==> config.mk <==
export PLATFORM = sky130hd
export DESIGN_NAME = button_conditioner_flat
export DESIGN_NICKNAME = d
export VERILOG_FILES = /design/src/rtl/button_pkg.sv /design/src/rtl/button_conditioner_if.sv /design/src/rtl/debounce_channel.sv /design/src/rtl/button_conditioner.sv /design/src/flat_wrapper.sv
export SDC_FILE = /design/constraint.sdc
export NUM_CORES = 1
export LEC_CHECK = 0
export BUFFER_PORTS_ARGS = -buffer_cell sky130_fd_sc_hd__buf_2
export CAP_MARGIN = 5
export CORE_ASPECT_RATIO = 1.25
export CORE_MARGIN = 1.5
export CORE_UTILIZATION = 39
export CTS_CLUSTER_SIZE = 28
export DETAILED_ROUTE_END_ITERATION = 8
export PLACE_DENSITY = 0.61
export RECOVER_POWER = 50
export SYNTH_ARGS = -nofsm -noshare
export SYNTH_HDL_FRONTEND = slang
export SYNTH_SLANG_ARGS = --single-unit
==> constraint.sdc <==
create_clock -name clk_65mhz -period 2.7 [get_ports clk_65mhz]
set_input_delay 0.27 -clock clk_65mhz [delete_from_list [all_inputs] [get_ports clk_65mhz]]
set_output_delay 0.27 -clock clk_65mhz [all_outputs]
set_load 0.005 [all_outputs]
==> src/rtl/button_pkg.sv <==
// Shared constants and types for the pushbutton conditioning path.
// Bit indices match the parameter selector's up/down/next/set inputs.
package button_pkg;

    localparam int NUM_BTN   = 4;
    localparam int BTN_UP    = 0;
    localparam int BTN_DOWN  = 1;
    localparam int BTN_NEXT  = 2;
    localparam int BTN_SET   = 3;

    // 10 ms debounce, 0.5 s hold-off and 0.1 s repeat period at 65 MHz.
    localparam int DEF_DEBOUNCE_CYCLES = 650000;
    localparam int DEF_HOLD_CYCLES     = 32500000;
    localparam int DEF_REPEAT_CYCLES   = 6500000;

    typedef enum logic [1:0] {
        RELEASED        = 2'd0,
        PRESS_PENDING   = 2'd1,
        HELD            = 2'd2,
        RELEASE_PENDING = 2'd3
    } chan_state_e;

    function automatic logic is_down(chan_state_e s);
        return (s == HELD) || (s == RELEASE_PENDING);
    endfunction

endpackage

==> src/rtl/button_conditioner_if.sv <==
// Pushbutton pins in; debounced levels, edge/repeat strobes and channel FSM states out.
interface button_conditioner_if;

    logic [button_pkg::NUM_BTN-1:0]   btn_raw;
    logic [button_pkg::NUM_BTN-1:0]   btn_level;
    logic [button_pkg::NUM_BTN-1:0]   btn_press;
    logic [button_pkg::NUM_BTN-1:0]   btn_release;
    logic [button_pkg::NUM_BTN-1:0]   btn_repeat;
    logic [2*button_pkg::NUM_BTN-1:0] dbg_state;

    // No valid/ready pair here: btn_raw is level-sampled every clock, btn_level is a level,
    // and press/release/repeat are single-cycle strobes the consumer must take when they
    // appear (there is no back-pressure). dbg_state packs one chan_state_e per button.
    modport master (
        output btn_raw,
        input  btn_level, btn_press, btn_release, btn_repeat, dbg_state
    );

    modport slave (
        input  btn_raw,
        output btn_level, btn_press, btn_release, btn_repeat, dbg_state
    );

endinterface

==> src/rtl/debounce_channel.sv <==
// One pushbutton: two-flop synchroniser, debounce FSM, registered edge strobes
// and a hold-to-repeat timer.
module debounce_channel
    import button_pkg::*;
#(
    parameter int DEBOUNCE_CYCLES = DEF_DEBOUNCE_CYCLES,
    parameter int HOLD_CYCLES     = DEF_HOLD_CYCLES,
    parameter int REPEAT_CYCLES   = DEF_REPEAT_CYCLES
) (
    input  logic        clk_65mhz,
    input  logic        rst,
    input  logic        raw_i,
    output logic        level_o,
    output logic        press_o,
    output logic        release_o,
    output logic        repeat_o,
    output chan_state_e state_o
);

    localparam int DEB_W  = $clog2(DEBOUNCE_CYCLES) + 1;
    localparam int HOLD_W = $clog2(HOLD_CYCLES) + 1;
    localparam int REP_W  = $clog2(REPEAT_CYCLES) + 1;

    localparam logic [DEB_W-1:0]  DEB_MAX   = DEB_W'(DEBOUNCE_CYCLES);
    localparam logic [HOLD_W-1:0] HOLD_MAX  = HOLD_W'(HOLD_CYCLES);
    localparam logic [HOLD_W-1:0] HOLD_LAST = HOLD_W'(HOLD_CYCLES - 1);
    localparam logic [REP_W-1:0]  REP_LAST  = REP_W'(REPEAT_CYCLES - 1);

    logic              s1_q, s2_q;
    chan_state_e       state_q, state_d;
    logic [DEB_W-1:0]  deb_cnt_q, deb_cnt_d;
    logic [HOLD_W-1:0] hold_cnt_q, hold_cnt_d;
    logic [REP_W-1:0]  rep_cnt_q, rep_cnt_d;
    logic              level_q, level_d;
    logic              press_q, press_d;
    logic              release_q, release_d;
    logic              repeat_q, repeat_d;
    logic              differs, deb_done, stay_down;

    always_ff @(posedge clk_65mhz) begin
        if (rst) begin
            s1_q <= 1'b0;
            s2_q <= 1'b0;
        end else begin
            s1_q <= raw_i;
            s2_q <= s1_q;
        end
    end

    // The count must already hold DEBOUNCE_CYCLES and the input still differ to toggle.
    assign differs  = (s2_q != level_q);
    assign deb_done = differs && (deb_cnt_q == DEB_MAX);

    always_ff @(posedge clk_65mhz) begin
        if (rst) begin
            state_q <= RELEASED;
        end else begin
            state_q <= state_d;
        end
    end

    always_comb begin
        state_d = state_q;
        unique case (state_q)
            RELEASED:        if (s2_q) state_d = PRESS_PENDING;
            PRESS_PENDING:   if (!s2_q) state_d = RELEASED;
                             else if (deb_done) state_d = HELD;
            HELD:            if (!s2_q) state_d = RELEASE_PENDING;
            RELEASE_PENDING: if (s2_q) state_d = HELD;
                             else if (deb_done) state_d = RELEASED;
            default:         state_d = RELEASED;
        endcase
    end

    always_comb begin
        level_d    = is_down(state_d);
        press_d    = (state_q == PRESS_PENDING) && (state_d == HELD);
        release_d  = (state_q == RELEASE_PENDING) && (state_d == RELEASED);
        deb_cnt_d  = '0;
        hold_cnt_d = '0;
        rep_cnt_d  = '0;
        repeat_d   = 1'b0;
        stay_down  = level_q && level_d;

        if (differs && !deb_done) begin
            deb_cnt_d = (deb_cnt_q == DEB_MAX) ? deb_cnt_q : deb_cnt_q + DEB_W'(1);
        end

        // Only a cycle that starts and ends pressed may repeat, so no strobe collides with an edge.
        if (stay_down) begin
            hold_cnt_d = (hold_cnt_q == HOLD_MAX) ? hold_cnt_q : hold_cnt_q + HOLD_W'(1);
            if (hold_cnt_q == HOLD_LAST) begin
                repeat_d = 1'b1;
            end
            if (hold_cnt_q == HOLD_MAX) begin
                rep_cnt_d = (rep_cnt_q == REP_LAST) ? '0 : rep_cnt_q + REP_W'(1);
                if (rep_cnt_q == REP_LAST) begin
                    repeat_d = 1'b1;
                end
            end
        end
    end

    always_ff @(posedge clk_65mhz) begin
        if (rst) begin
            deb_cnt_q  <= '0;
            hold_cnt_q <= '0;
            rep_cnt_q  <= '0;
            level_q    <= 1'b0;
            press_q    <= 1'b0;
            release_q  <= 1'b0;
            repeat_q   <= 1'b0;
        end else begin
            deb_cnt_q  <= deb_cnt_d;
            hold_cnt_q <= hold_cnt_d;
            rep_cnt_q  <= rep_cnt_d;
            level_q    <= level_d;
            press_q    <= press_d;
            release_q  <= release_d;
            repeat_q   <= repeat_d;
        end
    end

    assign level_o   = level_q;
    assign press_o   = press_q;
    assign release_o = release_q;
    assign repeat_o  = repeat_q;
    assign state_o   = state_q;

endmodule

==> src/rtl/button_conditioner.sv <==
// Four independent conditioning channels for the up/down/next/set pushbuttons.
// Priority between simultaneous buttons is left to the downstream selector.
module button_conditioner
    import button_pkg::*;
#(
    parameter int DEBOUNCE_CYCLES = DEF_DEBOUNCE_CYCLES,
    parameter int HOLD_CYCLES     = DEF_HOLD_CYCLES,
    parameter int REPEAT_CYCLES   = DEF_REPEAT_CYCLES
) (
    input  logic                clk_65mhz,
    input  logic                rst,
    button_conditioner_if.slave btn_if
);

    logic        level_w   [NUM_BTN];
    logic        press_w   [NUM_BTN];
    logic        release_w [NUM_BTN];
    logic        repeat_w  [NUM_BTN];
    chan_state_e state_w   [NUM_BTN];

    logic [NUM_BTN-1:0]   level_vec, press_vec, release_vec, repeat_vec;
    logic [2*NUM_BTN-1:0] state_vec;

    for (genvar g = 0; g < NUM_BTN; g++) begin : g_chan
        debounce_channel #(
            .DEBOUNCE_CYCLES (DEBOUNCE_CYCLES),
            .HOLD_CYCLES     (HOLD_CYCLES),
            .REPEAT_CYCLES   (REPEAT_CYCLES)
        ) u_chan (
            .clk_65mhz (clk_65mhz),
            .rst       (rst),
            .raw_i     (btn_if.btn_raw[g]),
            .level_o   (level_w[g]),
            .press_o   (press_w[g]),
            .release_o (release_w[g]),
            .repeat_o  (repeat_w[g]),
            .state_o   (state_w[g])
        );
    end

    always_comb begin
        level_vec   = '0;
        press_vec   = '0;
        release_vec = '0;
        repeat_vec  = '0;
        state_vec   = '0;
        for (int i = 0; i < NUM_BTN; i++) begin
            level_vec[i]         = level_w[i];
            press_vec[i]         = press_w[i];
            release_vec[i]       = release_w[i];
            repeat_vec[i]        = repeat_w[i];
            state_vec[2*i +: 2]  = state_w[i];
        end
    end

    assign btn_if.btn_level   = level_vec;
    assign btn_if.btn_press   = press_vec;
    assign btn_if.btn_release = release_vec;
    assign btn_if.btn_repeat  = repeat_vec;
    assign btn_if.dbg_state   = state_vec;

endmodule

==> src/flat_wrapper.sv <==
// flat-port wrapper written by rule: the top's interface ports become plain ports
module button_conditioner_flat import button_pkg::*;
#(
    parameter int DEBOUNCE_CYCLES = DEF_DEBOUNCE_CYCLES,
    parameter int HOLD_CYCLES     = DEF_HOLD_CYCLES,
    parameter int REPEAT_CYCLES   = DEF_REPEAT_CYCLES
)
  (clk_65mhz, rst, btn_if_btn_raw, btn_if_btn_level, btn_if_btn_press, btn_if_btn_release, btn_if_btn_repeat, btn_if_dbg_state);
  button_conditioner_if btn_if_i ();
  input  logic clk_65mhz;
  input  logic rst;
  input wire logic [$bits(btn_if_i.btn_raw)-1:0] btn_if_btn_raw;
  output wire logic [$bits(btn_if_i.btn_level)-1:0] btn_if_btn_level;
  output wire logic [$bits(btn_if_i.btn_press)-1:0] btn_if_btn_press;
  output wire logic [$bits(btn_if_i.btn_release)-1:0] btn_if_btn_release;
  output wire logic [$bits(btn_if_i.btn_repeat)-1:0] btn_if_btn_repeat;
  output wire logic [$bits(btn_if_i.dbg_state)-1:0] btn_if_dbg_state;
  assign btn_if_i.btn_raw = btn_if_btn_raw;
  assign btn_if_btn_level = btn_if_i.btn_level;
  assign btn_if_btn_press = btn_if_i.btn_press;
  assign btn_if_btn_release = btn_if_i.btn_release;
  assign btn_if_btn_repeat = btn_if_i.btn_repeat;
  assign btn_if_dbg_state = btn_if_i.dbg_state;
  button_conditioner #(.DEBOUNCE_CYCLES(DEBOUNCE_CYCLES), .HOLD_CYCLES(HOLD_CYCLES), .REPEAT_CYCLES(REPEAT_CYCLES)) u_core (.clk_65mhz(clk_65mhz), .rst(rst), .btn_if(btn_if_i));
endmodule
# ---- Yosys cells after proc, flatten, opt, wreduce, memory -nomap -nowiden
# Index checks and enable logic that the tools add are counted.
dict set report op_classes {
  reduce_logical 48
  n_eq_ne 40
  bitwise_logic 12
  n_mux 40
  n_addsub 12
}
# op n
set ops {}
lappend ops {{$eq 26x25->1 const B} 8}
lappend ops {{$add 26x1->26 const B} 4}
lappend ops {{$add 24x1->24 const B} 4}
lappend ops {{$eq 24x23->1 const B} 4}
lappend ops {{$add 21x1->21 const B} 4}
lappend ops {{$eq 21x20->1 const B} 4}
lappend ops {{$mux 2} 24}
lappend ops {{$eq 2x2->1 const B} 16}
lappend ops {{$pmux 2 s4} 4}
lappend ops {{$logic_and 1x1->1} 20}
lappend ops {{$logic_not 2->1} 8}
lappend ops {{$reduce_or 2->1} 8}
lappend ops {{$reduce_or 4->1} 4}
lappend ops {{$mux 1} 12}
lappend ops {{$not 1->1} 12}
lappend ops {{$eq 2x1->1 const B} 4}
lappend ops {{$logic_not 1->1} 4}
lappend ops {{$logic_or 1x1->1} 4}
lappend ops {{$ne 1x1->1} 4}
dict set report word_totals {
  out_inout_bits 24
  word_cells 192
  register_bits 316
  input_bits 6
}

# ---- Depth between registers and ports, before layout
# Gate-level depths: netlist of the first run.
dict set report depth {
  depth_word 10
  ltp_mapped 8
  mapped_depth_nobuf 7
}

# ---- Hierarchy
# From an unflattened synthesis of the first run, not the netlist that was laid out.
dict set report hier_totals {
  hier_cells 1699
  area_unflattened_um2 14826.7
}
# mod cells_per_inst area_per_inst_um2 n_inst seq_area_each_um2
set modules_own_cells {}
lappend modules_own_cells {{debounce_channel at u_core.g_chan[0].u_chan ...} 431 3748.6 3 1581.5}
lappend modules_own_cells {{debounce_channel at u_core.g_chan[3].u_chan} 406 3580.9 1 1581.5}

# ---- Worst setup path after synthesis of the first run
# OpenSTA, ideal clock, no wires.
dict set report synth_timing {
  path_kind {register -> register}
  from {reg u_core.g_chan[1].u_chan.deb_cnt_q[0]}
  to {reg u_core.g_chan[1].u_chan.hold_cnt_q[10]}
  required_ps 2572
  arrival_ps 2093
  setup_time_ps 128
  period_less_slack_ps 2220
  n_path_buf 1
  path_slack_ps 480
  stages_incl_launch_ff 9
  cell_sequence {dfxtp_1 inv_1 ha_1 or3b_2 nor4_1 nand3_1 o21ai_1 clkbuf_1 nor2_1}
}
dict set report synth_between {
  elab_chain_len 10
  elab_cells_between_ends 13
  classes_between {eq/ne (3); mux (5); bitwise (1); reduce/logical (4)}
}
# element line
set synth_lines {}
lappend synth_lines {{from (decl)} debounce_channel.sv:31} ;# logic [DEB_W-1:0] deb_cnt_q, deb_cnt_d;
lappend synth_lines {{from (signal assigned)} debounce_channel.sv:114} ;# deb_cnt_q <= deb_cnt_d;
lappend synth_lines {{$eq 21x20->1 *} debounce_channel.sv:52} ;# assign deb_done = differs && (deb_cnt_q == DEB_MAX);
lappend synth_lines {{$logic_and 1x1->1 *} debounce_channel.sv:52}
lappend synth_lines {{$mux 2 (on tied branches)} {debounce_channel.sv:70, debounce_channel.sv:67}}
lappend synth_lines {{$mux 2 (on tied branches)} {debounce_channel.sv:69, debounce_channel.sv:66}}
lappend synth_lines {{$pmux 2 s4 *} debounce_channel.sv:64} ;# unique case (state_q)
lappend synth_lines {{$eq 2x2->1} button_pkg.sv:24} ;# return (s == HELD) || (s == RELEASE_PENDING);
lappend synth_lines {{$logic_or 1x1->1 *} button_pkg.sv:24}
lappend synth_lines {{$logic_and 1x1->1 *} debounce_channel.sv:83} ;# stay_down = level_q && level_d;
lappend synth_lines {{$not 1->1 (no line) *} --}
lappend synth_lines {{$reduce_or 2->1 (no line) *} --}
lappend synth_lines {{to (signal assigned)} debounce_channel.sv:115} ;# hold_cnt_q <= hold_cnt_d;
lappend synth_lines {{to (decl)} debounce_channel.sv:32} ;# logic [HOLD_W-1:0] hold_cnt_q, hold_cnt_d;
# Mark *: on every way between the ends. The rest lies on a longest branch, timed or not.
# A chain may end at the register's enable or synchronous reset.

# ---- Worst setup path after layout of the first run
dict set report layout_timing {
  from {reg u_core.g_chan[2].u_chan.deb_cnt_q[7]}
  to {reg u_core.g_chan[2].u_chan.rep_cnt_q[13]}
}
dict set report layout_between {
  elab_chain_len 10
  elab_cells_between_ends 13
  classes_between {eq/ne (3); mux (5); bitwise (1); reduce/logical (4)}
}
# element line
set layout_lines {}
lappend layout_lines {{from (decl)} debounce_channel.sv:31}
lappend layout_lines {{from (signal assigned)} debounce_channel.sv:114}
lappend layout_lines {{$eq 21x20->1 *} debounce_channel.sv:52}
lappend layout_lines {{$logic_and 1x1->1 *} debounce_channel.sv:52}
lappend layout_lines {{$mux 2 (on tied branches)} {debounce_channel.sv:70, debounce_channel.sv:67}}
lappend layout_lines {{$mux 2 (on tied branches)} {debounce_channel.sv:69, debounce_channel.sv:66}}
lappend layout_lines {{$pmux 2 s4 *} debounce_channel.sv:64}
lappend layout_lines {{$eq 2x2->1} button_pkg.sv:24}
lappend layout_lines {{$logic_or 1x1->1 *} button_pkg.sv:24}
lappend layout_lines {{$logic_and 1x1->1 *} debounce_channel.sv:83}
lappend layout_lines {{$not 1->1 (no line) *} --}
lappend layout_lines {{$reduce_or 4->1 (no line) *} --}
lappend layout_lines {{to (signal assigned)} debounce_channel.sv:116} ;# rep_cnt_q <= rep_cnt_d;
lappend layout_lines {{to (decl)} debounce_channel.sv:33} ;# logic [REP_W-1:0] rep_cnt_q, rep_cnt_d;
# Marked as above.

==> results.md, run 1 <==
* Status: completed
* Reg2reg setup slack at 0.25 ns
* TritonCTS clock tree: done
* DRT iter0 DRCs at 478
* P&R area growth vs syn at 11.79%
* Final Setup Violations at 0
* Worst vdd ir at 0.4325 mV
* Clock root cell: clkbuf_16
* HP Class: primary input to flop
* Antenna violations before repair at 0
* Max Fanout on Critical Path at 24
* Smallest hold slack at 0.1815 ns
* Final Max Slew Viols at 0
* CP endpoint kind: flop
* Worst path bufs/invs at 1
* P_leak at 0.005014 uW
* CP max stage cell: or4_1
* Diode count at 0
* Die width at 172.9 um
* Largest net degree at the start of global routing at 28
* Final critical-path share of the clock period at 0.9066
* Crit path required time at 3.14 ns
* Global-route wire length before repair at 46,020 um
* Dpl ws at 0.3135 ns
* Worst r2r src: u_core.g_chan[2].u_chan.deb_cnt_q[7]$_SDFFE_PP0P_
* Yosys warnings at 0
* Setup_tns at 0 ns
* Layout cell share with drive strength beyond 1 at 0.06843
* Initial DRT Pass Iterations at 4
* PD cells at 572.8 mW/mm2
* WP depth at 6
* Yosys cell types at 55
* Clock-pin transition on the worst setup and hold timing paths at 0.06 ns
* CORE AREA at 0.03545 mm2
* MaxCap Viol Count at 0
* Hold_sp: rst
* Final nets at 1,669
* Wirelength per Cell at 12.24 um
* Met1 usage at 0.1687
* Post-detailed-routing wire length at 26,200 um
* DRC Markers at 0
* Via density at 4.969
* Synth Net Count at 1,632
* Clock Skew at 0.01831 ns
* Gpl congestion at 0.7731
* Commonest non-fill, non-tap cell in the layout: dfxtp_1
* Post-Synthesis Cell Area at 0.01408 mm2
* CP max stage delay at 0.50 ns
* Tightest Pin Transition at 0.8816 ns
* Crit-path cells: or4_1 -> or3_1 -> o31a_2 -> o2111ai_4 -> buf_4 -> nor2_1
* Met2 usage at 0.2538
* Fin crit period at 2.448 ns
* Crit path capture: u_core.g_chan[2].u_chan.rep_cnt_q[13]$_SDFF_PP0_
* Delay-heaviest family, CP: simple AND/OR/NAND/NOR gates
* Mean Syn Cell Area at 8.765 um2
* Crit path arrival time at 2.89 ns
* Initial Util at 0.3971
* Antenna Violating Nets Remaining at 0
* Die Ht at 215.4 um
* Final Hold Viols at 0
* Fmax at 408.5 MHz
* Level count of the clock H-tree at 1
* Total track usage at 0.1408
* Critical path origin: u_core.g_chan[2].u_chan.deb_cnt_q[7]$_SDFFE_PP0P_
* Sequential fraction of the synthesis area at 0.4494
* Grt ovf at 0
* Unrepaired setup endpoints after global routing: false
* Sink Count at 316
* Final WS setup at 0.2522 ns
* Setup CP Type: flop to flop
* FF+latch count, synth at 316
* Clock Latency Late Sink at 0.57 ns
* Port bufs at 29
* Placed Cells at 2,080
* R2R depth at 6
* Clk buf depth at 3
* CP startpoint kind: flop
* Gr busiest metal: met2
* Ys async rst share at 0
* Met3 Track Usage GR at 0.02326
* Commonest non-fill, non-tap cells in the layout: dfxtp_1, nor2_1, xor2_1
* Worst r2r dst: u_core.g_chan[2].u_chan.rep_cnt_q[13]$_SDFF_PP0_
* Vias in the first global route at 10.26k
* Hpwl dp at 17,700 um
* CTS Buf Count at 31
* Top_reg_cell synth: dfxtp_1
* Slew HR at 0.4123
* Number of synthesized flops with an enable pin at 0
* # rows at 77
* Fill cells at 3,493
* CTS resizes at 0
* Synth Instances at 1,606
* Overall power at 9013 uW
* Overall die area at 0.03725 mm2
* Vias at 10.63k
* Non-filler cells, final at 2,140
* Io pins at 30
how the worst min path moves through the flow:
stage                                                 endpoint  cells after the start
6_report               u_core.g_chan[3].u_chan.s1_q$_SDFF_PP0_                      3
5_1_grt                u_core.g_chan[3].u_chan.s1_q$_SDFF_PP0_                      3
4_1_cts                u_core.g_chan[3].u_chan.s1_q$_SDFF_PP0_                      3
3_5_place_dp   u_core.g_chan[3].u_chan.rep_cnt_q[0]$_SDFF_PP0_                      1
3_3_place_gp           u_core.g_chan[3].u_chan.s2_q$_SDFF_PP0_                      1
2_1_floorplan          u_core.g_chan[1].u_chan.s1_q$_SDFF_PP0_                      1
sequential cells by signal, summed over array words and instances, names as in the netlist:
name and flops:
u_core.g_chan.u_chan.s1_q 4, u_core.g_chan.u_chan.state_o 8, u_core.g_chan.u_chan.level_o 4, u_core.g_chan.u_chan.s2_q 4
u_core.g_chan.u_chan.deb_cnt_q 84, u_core.g_chan.u_chan.release_o 4, u_core.g_chan.u_chan.hold_cnt_q 104, u_core.g_chan.u_chan.press_o 4
u_core.g_chan.u_chan.repeat_o 4, u_core.g_chan.u_chan.rep_cnt_q 96
Yosys cell counts, types with 20 or more instances:
master / number / share of area
and3_1: 49 / 0.022
and4_1: 29 / 0.018
clkbuf_1: 31 / 0.0083
dfxtp_1: 316 / 0.45
ha_1: 20 / 0.018
inv_1: 42 / 0.011
nand2_1: 88 / 0.023
nand3_1: 129 / 0.046
nand4_1: 84 / 0.037
nor2_1: 309 / 0.082
nor3_1: 45 / 0.016
nor4_1: 37 / 0.016
xnor2_1: 94 / 0.058
xor2_1: 163 / 0.10
tightest hold or removal path: stages:
cell and delay, ns:
buf_2 0.11, buf_4 0.21, nor2b_1 0.12
kinds of logic (layout without fill, tap and decap cells):
group | after synthesis | in the layout | share of synthesized area
flops | 316 | 316 | 0.4494
simple gates | 862 | 862 | 0.3129
compound gates | 50 | 50 | 0.02418
fa+ha+maj | 20 | 20 | 0.01778
mux | 4 | 4 | 0.002844
xor+xnor | 257 | 257 | 0.1599
buf+inv | 97 | 157 | 0.03306
cell type report:
type,count,area (um2),area share
Tap cell,474,593.1,0.03769
Sequential cell,316,6326,0.4020
Multi-Input combinational cell,1193,7293,0.4635
Inverter,42,157.7,0.01002
Timing Repair Buffer,59,352.8,0.02242
Clock inverter,8,93.84,0.005963
Clock buffer,48,919.6,0.05844
metrics by stage:
step	utilization	cell area, um2
2_1_floorplan	-	14080
3_3_place_gp	0.4152	14720
3_5_place_dp	0.4152	14720
4_1_cts	0.4449	15770
5_1_grt	0.4439	15740
6_report	0.4439	15740
timing repair:
item / 4_1_cts / 5_1_grt
setup endpoints to repair: 0 / 0
hold buffers: 4 / 0
buffers inserted: 0 / 0
endpoints found under the hold margin: 4 / 0
routing by layer:
| metal | up-vias | routed length, um | share of wire |
|---|---|---|---|
| met4 | 0 | 642 | 0.025 |
| met2 | 99 | 12480 | 0.48 |
| met1 | 4917 | 12250 | 0.47 |
| met5 | - | 0 | 0 |
| met3 | 43 | 836 | 0.032 |
| li1 | 5574 | - | - |
power by group:
| group | switching [uW] | leakage [uW] | internal [uW] |
|---|---|---|---|
| logic | 29.3 | 0.00197 | 18.5 |
| registers | 8.00 | 0.00255 | 4670 |
| clock network | 1770 | 0.000503 | 2520 |
| total | 1810 | 0.00501 | 7200 |
Note: power is estimated with default switching activity, not from simulation.
==> inputs of run 2 (changes only) <==
--- a/config.mk
+++ b/config.mk
@@ -7,11 +7,12 @@
 export LEC_CHECK = 0
 export BUFFER_PORTS_ARGS = -buffer_cell sky130_fd_sc_hd__buf_2
 export CAP_MARGIN = 5
-export CORE_ASPECT_RATIO = 1.25
+export CORE_ASPECT_RATIO = 0.5
 export CORE_MARGIN = 1.5
 export CORE_UTILIZATION = 39
 export CTS_CLUSTER_SIZE = 28
 export DETAILED_ROUTE_END_ITERATION = 8
+export HOLD_SLACK_MARGIN = 0.03
 export PLACE_DENSITY = 0.61
 export RECOVER_POWER = 50
 export SYNTH_ARGS = -nofsm -noshare
==> run 2 against run 1 <==
Compared with the run above:
- core utilization up 0.51 points
- worst hold slack got worse by 0.027 ns
- sequential power about the same
- setup slack better by 0.0013 ns
- global-route usage down 0.10 points
- clock skew down 0.0022 ns
- sequential share of layout area hardly changed
- die area is 0.17% higher
- total power is 1.7% lower
- clock-buffer cell count shrank 6
- clock power shrank 3%
- maximum frequency is essentially flat
- critical path type unchanged
==> results.md, run 2 (synthesized netlist as in run 1, its figures left out) <==
* Crit path arrival time at 2.88 ns
* TritonCTS clock tree: done
* CP startpoint kind: flop
* Hold_sp: rst
* Gpl congestion at 0.7695
* Worst r2r src: u_core.g_chan[2].u_chan.deb_cnt_q[7]$_SDFFE_PP0P_
* P_leak at 0.004993 uW
* Unrepaired setup endpoints after global routing: false
* Vias in the first global route at 9,540
* CTS Buf Count at 29
* # rows at 48
* DRT iter0 DRCs at 493
* Worst hold stages at 3
* Vias at 10.49k
* Layout cell share with drive strength beyond 1 at 0.06787
* Fill cells at 3,468
* Clk buf depth at 3
* Port bufs at 29
* Worst r2r dst: u_core.g_chan[2].u_chan.rep_cnt_q[12]$_SDFF_PP0_
* CP endpoint kind: flop
* Level count of the clock H-tree at 1
* Clock Latency Late Sink at 0.56 ns
* Clock Skew at 0.01608 ns
* Die Ht at 137.3 um
* Final nets at 1,672
* Initial Util at 0.4021
* Diode count at 0
* Commonest non-fill, non-tap cell in the layout: dfxtp_1
* Total track usage at 0.1398
* Setup CP Type: flop to flop
* Post-layout instance area at 0.01572 mm2
* Post-detailed-routing wire length at 25,770 um
* Hpwl dp at 17,420 um
* Smallest hold slack at 0.1541 ns
* Placed Area at 0.01477 mm2
* Global-route wire length before repair at 45,130 um
* CORE AREA at 0.03501 mm2
* Clock-pin transition on the worst setup and hold timing paths at 0.07 ns
* Regs by FF count: u_core.g_chan.u_chan.hold_cnt_q (104), u_core.g_chan.u_chan.rep_cnt_q (96), u_core.g_chan.u_chan.deb_cnt_q (84)
* Largest net degree at the start of global routing at 28
* Final critical-path share of the clock period at 0.9061
* Reg2reg setup slack at 0.25 ns
* MaxCap Viol Count at 0
* Wirelength per Cell at 12.04 um
* Setup_tns at 0 ns
* Reg with most FFs: u_core.g_chan.u_chan.hold_cnt_q
* PD cells at 563.9 mW/mm2
* Worst Hold Endpoint: u_core.g_chan[0].u_chan.s1_q$_SDFF_PP0_
* Via density at 4.900
* Grt ovf at 0
* HP Class: primary input to flop
* Clock root cell: clkbuf_16
* Tightest Pin Transition at 0.9183 ns
* Final Setup Violations at 0
* Fin crit period at 2.446 ns
* Sink Count at 316
* Final Hold Viols at 0
* Max Fanout on Critical Path at 24
* Worst vdd ir at 0.4209 mV
* CTS resizes at 0
* Max FFs per register at 104
* Initial DRT Pass Iterations at 5
* Slew HR at 0.3878
* P&R area growth vs syn at 11.67%
* Die width at 271.7 um
* R2R depth at 6
* Final Max Slew Viols at 0
* Dpl ws at 0.3344 ns
* Antenna violations before repair at 0
* Fmax at 408.8 MHz
* Commonest non-fill, non-tap cells in the layout: dfxtp_1, nor2_1, xor2_1
* DRC Markers at 0
* Final WS setup at 0.2535 ns
* Status: completed
* Crit path required time at 3.14 ns
* Io pins at 30
* Antenna Violating Nets Remaining at 0
* Overall die area at 0.03731 mm2
[run 2: cell types whose count changed in the layout (fill, tap and decap cells not counted)]
cell / previous run / this run
buf_2: 21 / 17
buf_4: 20 / 23
clkbuf_16: 31 / 29
buf_12: 0 / 1
clkbuf_1: 19 / 20
clkinv_2: 5 / 4
clkinvlp_4: 0 / 1
o21ai_1: 2 / 1
o21ai_2: 0 / 1
[run 2: worst max-delay path by stage]
stage,start,cells past startpoint,to,slack (ns)
floorplan,u_core.g_chan[1].u_chan.deb_cnt_q[0]$_SDFFE_PP0P_,8,u_core.g_chan[1].u_chan.hold_cnt_q[10]$_SDFFE_PP0P_,0.48
global placement,u_core.g_chan[2].u_chan.deb_cnt_q[7]$_SDFFE_PP0P_,6,u_core.g_chan[2].u_chan.rep_cnt_q[11]$_SDFF_PP0_,0.36
detailed placement,u_core.g_chan[2].u_chan.deb_cnt_q[7]$_SDFFE_PP0P_,6,u_core.g_chan[2].u_chan.rep_cnt_q[13]$_SDFF_PP0_,0.33
CTS,u_core.g_chan[2].u_chan.deb_cnt_q[7]$_SDFFE_PP0P_,6,u_core.g_chan[2].u_chan.rep_cnt_q[13]$_SDFF_PP0_,0.33
global route,u_core.g_chan[0].u_chan.hold_cnt_q[7]$_SDFFE_PP0P_,6,u_core.g_chan[0].u_chan.rep_cnt_q[14]$_SDFF_PP0_,0.13
finish,u_core.g_chan[2].u_chan.deb_cnt_q[7]$_SDFFE_PP0P_,6,u_core.g_chan[2].u_chan.rep_cnt_q[12]$_SDFF_PP0_,0.25
[run 2: area by class of cell]
type | instances | area, um2 | area share
Multi-Input combinational cell | 1193 | 7297 | 0.4642
Tap cell | 475 | 594.3 | 0.03781
Clock buffer | 42 | 854.6 | 0.05436
Clock inverter | 8 | 96.34 | 0.006129
Inverter | 42 | 157.7 | 0.01003
Timing Repair Buffer | 64 | 394.1 | 0.02507
Sequential cell | 316 | 6326 | 0.4024
[run 2: where the power goes]
| group | internal [uW] | total [uW] | switching, uW |
|---|---|---|---|
| logic | 19.0 | 47.9 | 28.9 |
| clock network | 2370 | 4140 | 1770 |
| registers | 4670 | 4680 | 8.73 |
| total | 7060 | 8860 | 1800 |
[run 2: repair_timing]
action,CTS,global route
hold endpoints to repair,4,0
hold buffers,4,0
setup buffers,0,0
[run 2: critical path, stage by stage (launching register included)]
cell	delay, ns
dfxtp_1	0.36
or4_1	0.49
or3_1	0.44
o31a_2	0.45
o2111ai_4	0.20
buf_4	0.29
nor2_1	0.08
[run 2: metal layers]
layer / wire [um] / vias up / GRT usage
met1: 13800 / 4797 / 0.2008
li1: - / 5579 / -
met5: 0 / - / 0
met4: 448 / 0 / 0.02963
met3: 699 / 37 / 0.02562
met2: 10820 / 74 / 0.2183
[run 2: per-stage QoR]
step / cells / total power [uW] / utilization
6_report: 2140 / 8864 / 0.4490
3_3_place_gp: 2086 / 4830 / 0.4220
3_5_place_dp: 2086 / 4830 / 0.4220
4_1_cts: 2140 / 9013 / 0.4503
5_1_grt: 2140 / 9201 / 0.4490
2_1_floorplan: 1606 / 4810 / -
==> inputs of run 3 (changes only) <==
--- a/config.mk
+++ b/config.mk
@@ -13,7 +13,7 @@
 export CTS_CLUSTER_SIZE = 28
 export DETAILED_ROUTE_END_ITERATION = 8
 export HOLD_SLACK_MARGIN = 0.03
-export PLACE_DENSITY = 0.61
+export PLACE_DENSITY_LB_ADDON = 0.3
 export RECOVER_POWER = 50
 export SYNTH_ARGS = -nofsm -noshare
 export SYNTH_HDL_FRONTEND = slang
==> constraint.sdc (replaced) <==
create_clock -name clk_65mhz -period 2.19 [get_ports clk_65mhz]
set_input_delay 0.219 -clock clk_65mhz [delete_from_list [all_inputs] [get_ports clk_65mhz]]
set_output_delay 0.219 -clock clk_65mhz [all_outputs]
set_load 0.005 [all_outputs]
==> run 3 against run 2 <==
Compared with the run above:
- non-clock buffer count increased by 42
- cell area increased by 3.6%
- via count grew 2.5%
- register-to-register slack worse by 0.25 ns
- cell count up 2.3%
- clock skew increased by 0.00079 ns
- clock-buffer cell count did not move
- critical path depth did not move
- critical path type unchanged
- largest power group unchanged
- highest routed layer unchanged
==> results.md, run 3 (synthesized netlist as in run 1, its figures left out) <==
* Clock root cell: clkbuf_16
* Via density at 4.911
* Fmax at 457.7 MHz
* CP startpoint kind: flop
* Antenna Violating Nets Remaining at 0
* Final Setup Violations at 0
* Regs by FF count: u_core.g_chan.u_chan.hold_cnt_q (104), u_core.g_chan.u_chan.rep_cnt_q (96), u_core.g_chan.u_chan.deb_cnt_q (84)
* Clk buf depth at 3
* Overall die area at 0.03731 mm2
* Final nets at 1,716
* DRT iter0 DRCs at 563
* CTS Buf Count at 31
* # rows at 48
* Worst Hold Endpoint: u_core.g_chan[3].u_chan.s2_q$_SDFF_PP0_
* Die width at 271.7 um
* Initial DRT Pass Iterations at 4
* R2R depth at 6
* Grt ovf at 0
* Final Hold Viols at 0
* Global-route wire length before repair at 45,480 um
* Post-detailed-routing wire length at 26,760 um
* CORE AREA at 0.03501 mm2
* Placed Area at 0.01511 mm2
* Clock-pin transition on the worst setup and hold timing paths at 0.06 ns
* Smallest hold slack at 0.1253 ns
* Gpl congestion at 0.7843
* Worst r2r src: u_core.g_chan[2].u_chan.deb_cnt_q[6]$_SDFFE_PP0P_
* Io pins at 30
* Placed Cells at 2,122
* Reg2reg setup slack at 0.005 ns
* Final WS setup at 0.005253 ns
* Status: completed
* Crit path required time at 2.65 ns
* P&R area growth vs syn at 15.68%
* Max Fanout on Critical Path at 24
* TritonCTS clock tree: done
* Sink Count at 316
* Setup CP Type: flop to flop
* Total track usage at 0.1417
* Clock Latency Late Sink at 0.56 ns
* Unrepaired setup endpoints after global routing: true
* Worst r2r dst: u_core.g_chan[2].u_chan.rep_cnt_q[13]$_SDFF_PP0_
* CP endpoint kind: flop
* Final critical-path share of the clock period at 0.9976
* Level count of the clock H-tree at 1
* Vias at 10.75k
* Max FFs per register at 104
* Port bufs at 29
* Commonest non-fill, non-tap cell in the layout: dfxtp_1
* Slew HR at 0.5901
* Initial Util at 0.4021
* Final Max Slew Viols at 0
* P_leak at 0.005303 uW
* Post-layout instance area at 0.01628 mm2
* Diode count at 0
* Antenna violations before repair at 0
* Dpl ws at -0.01756 ns
* Crit path arrival time at 2.64 ns
* Commonest non-fill, non-tap cells in the layout: dfxtp_1, nor2_1, xor2_1
* Fill cells at 3,384
* Worst hold stages at 3
* Largest net degree at the start of global routing at 28
* Die Ht at 137.3 um
* Tightest Pin Transition at 0.6102 ns
* Non-filler cells, final at 2,189
* PD cells at 682.3 mW/mm2
* Fin crit period at 2.185 ns
* Vias in the first global route at 9,796
* MaxCap Viol Count at 0
* Reg with most FFs: u_core.g_chan.u_chan.hold_cnt_q
* Worst vdd ir at 0.5752 mV
* DRC Markers at 0
* Layout cell share with drive strength beyond 1 at 0.09802
* Hpwl dp at 17,850 um
* Hold_sp: rst
* Wirelength per Cell at 12.23 um
* HP Class: primary input to flop
* Clock Skew at 0.01687 ns
## run 3: cell count changes in the layout (fill, tap and decap cells not counted), sizes merged
| cell | previous run | this run |
|---|---|---|
| clkinv | 4 | 11 |
| buf | 41 | 76 |
| clkbuf | 61 | 68 |
## run 3: worst max-delay path, cell delays in order, from the launching register on
cell	delay [ns]
dfxtp_1	0.31
or4_1	0.52
or3_4	0.39
o31a_4	0.40
o2111ai_4	0.21
buf_12	0.19
nor2_1	0.06
## run 3: how the worst max path moves through the flow
stage	depth (start not counted)	start	end
4_1_cts	6	u_core.g_chan[2].u_chan.deb_cnt_q[6]$_SDFFE_PP0P_	u_core.g_chan[2].u_chan.rep_cnt_q[13]$_SDFF_PP0_
2_1_floorplan	8	u_core.g_chan[1].u_chan.deb_cnt_q[0]$_SDFFE_PP0P_	u_core.g_chan[1].u_chan.hold_cnt_q[10]$_SDFFE_PP0P_
5_1_grt	8	u_core.g_chan[2].u_chan.deb_cnt_q[1]$_SDFFE_PP0P_	u_core.g_chan[2].u_chan.deb_cnt_q[7]$_SDFFE_PP0P_
6_report	6	u_core.g_chan[2].u_chan.deb_cnt_q[6]$_SDFFE_PP0P_	u_core.g_chan[2].u_chan.rep_cnt_q[13]$_SDFF_PP0_
3_5_place_dp	6	u_core.g_chan[2].u_chan.deb_cnt_q[6]$_SDFFE_PP0P_	u_core.g_chan[2].u_chan.rep_cnt_q[16]$_SDFF_PP0_
3_3_place_gp	6	u_core.g_chan[2].u_chan.deb_cnt_q[6]$_SDFFE_PP0P_	u_core.g_chan[2].u_chan.rep_cnt_q[4]$_SDFF_PP0_
## run 3: layout make-up
class	count	area (um2)	share of cell area
Clock buffer	42	877.1	0.05386
Clock inverter	15	138.9	0.008529
Inverter	42	157.7	0.009681
Multi-Input combinational cell	1193	7392	0.4539
Sequential cell	316	6327	0.3886
Tap cell	475	594.3	0.03650
Timing Repair Buffer	106	797.0	0.04894
## run 3: per-layer routing
layer / vias to the layer above / share of wire / global-route usage / wire (um)
met3: 36 / 0.029 / 0.02771 / 771
met1: 4947 / 0.53 / 0.1967 / 14160
met4: 0 / 0.016 / 0.02901 / 433
met2: 88 / 0.43 / 0.2293 / 11400
li1: 5680 / - / - / -
met5: - / 0 / 0 / 0
## run 3: power by group
part | internal (uW) | total, uW | switching (uW)
logic | 25.6 | 64.1 | 38.4
clock network | 3040 | 5280 | 2240
registers | 5760 | 5770 | 10.8
## run 3: timing repair
| action | in CTS | in global routing |
|---|---|---|
| pin swaps | 1 | 2 |
| setup buffers | 1 | 2 |
| setup endpoints to repair | 25 | 166 |
| gates cloned | 0 | 3 |
| gates resized for setup | 1 | 17 |
| hold endpoints to repair | 4 | 0 |
| hold buffers | 4 | 0 |
## run 3: through the flow
stage,TNS (ns),utilization,total power [uW]
floorplan,-0.3023,-,5930
CTS,0,0.4621,11320
detailed placement,-0.3562,0.4315,5957
global route,-5.507,0.4651,11550
finish,0,0.4651,11110
global placement,0,0.4315,5957
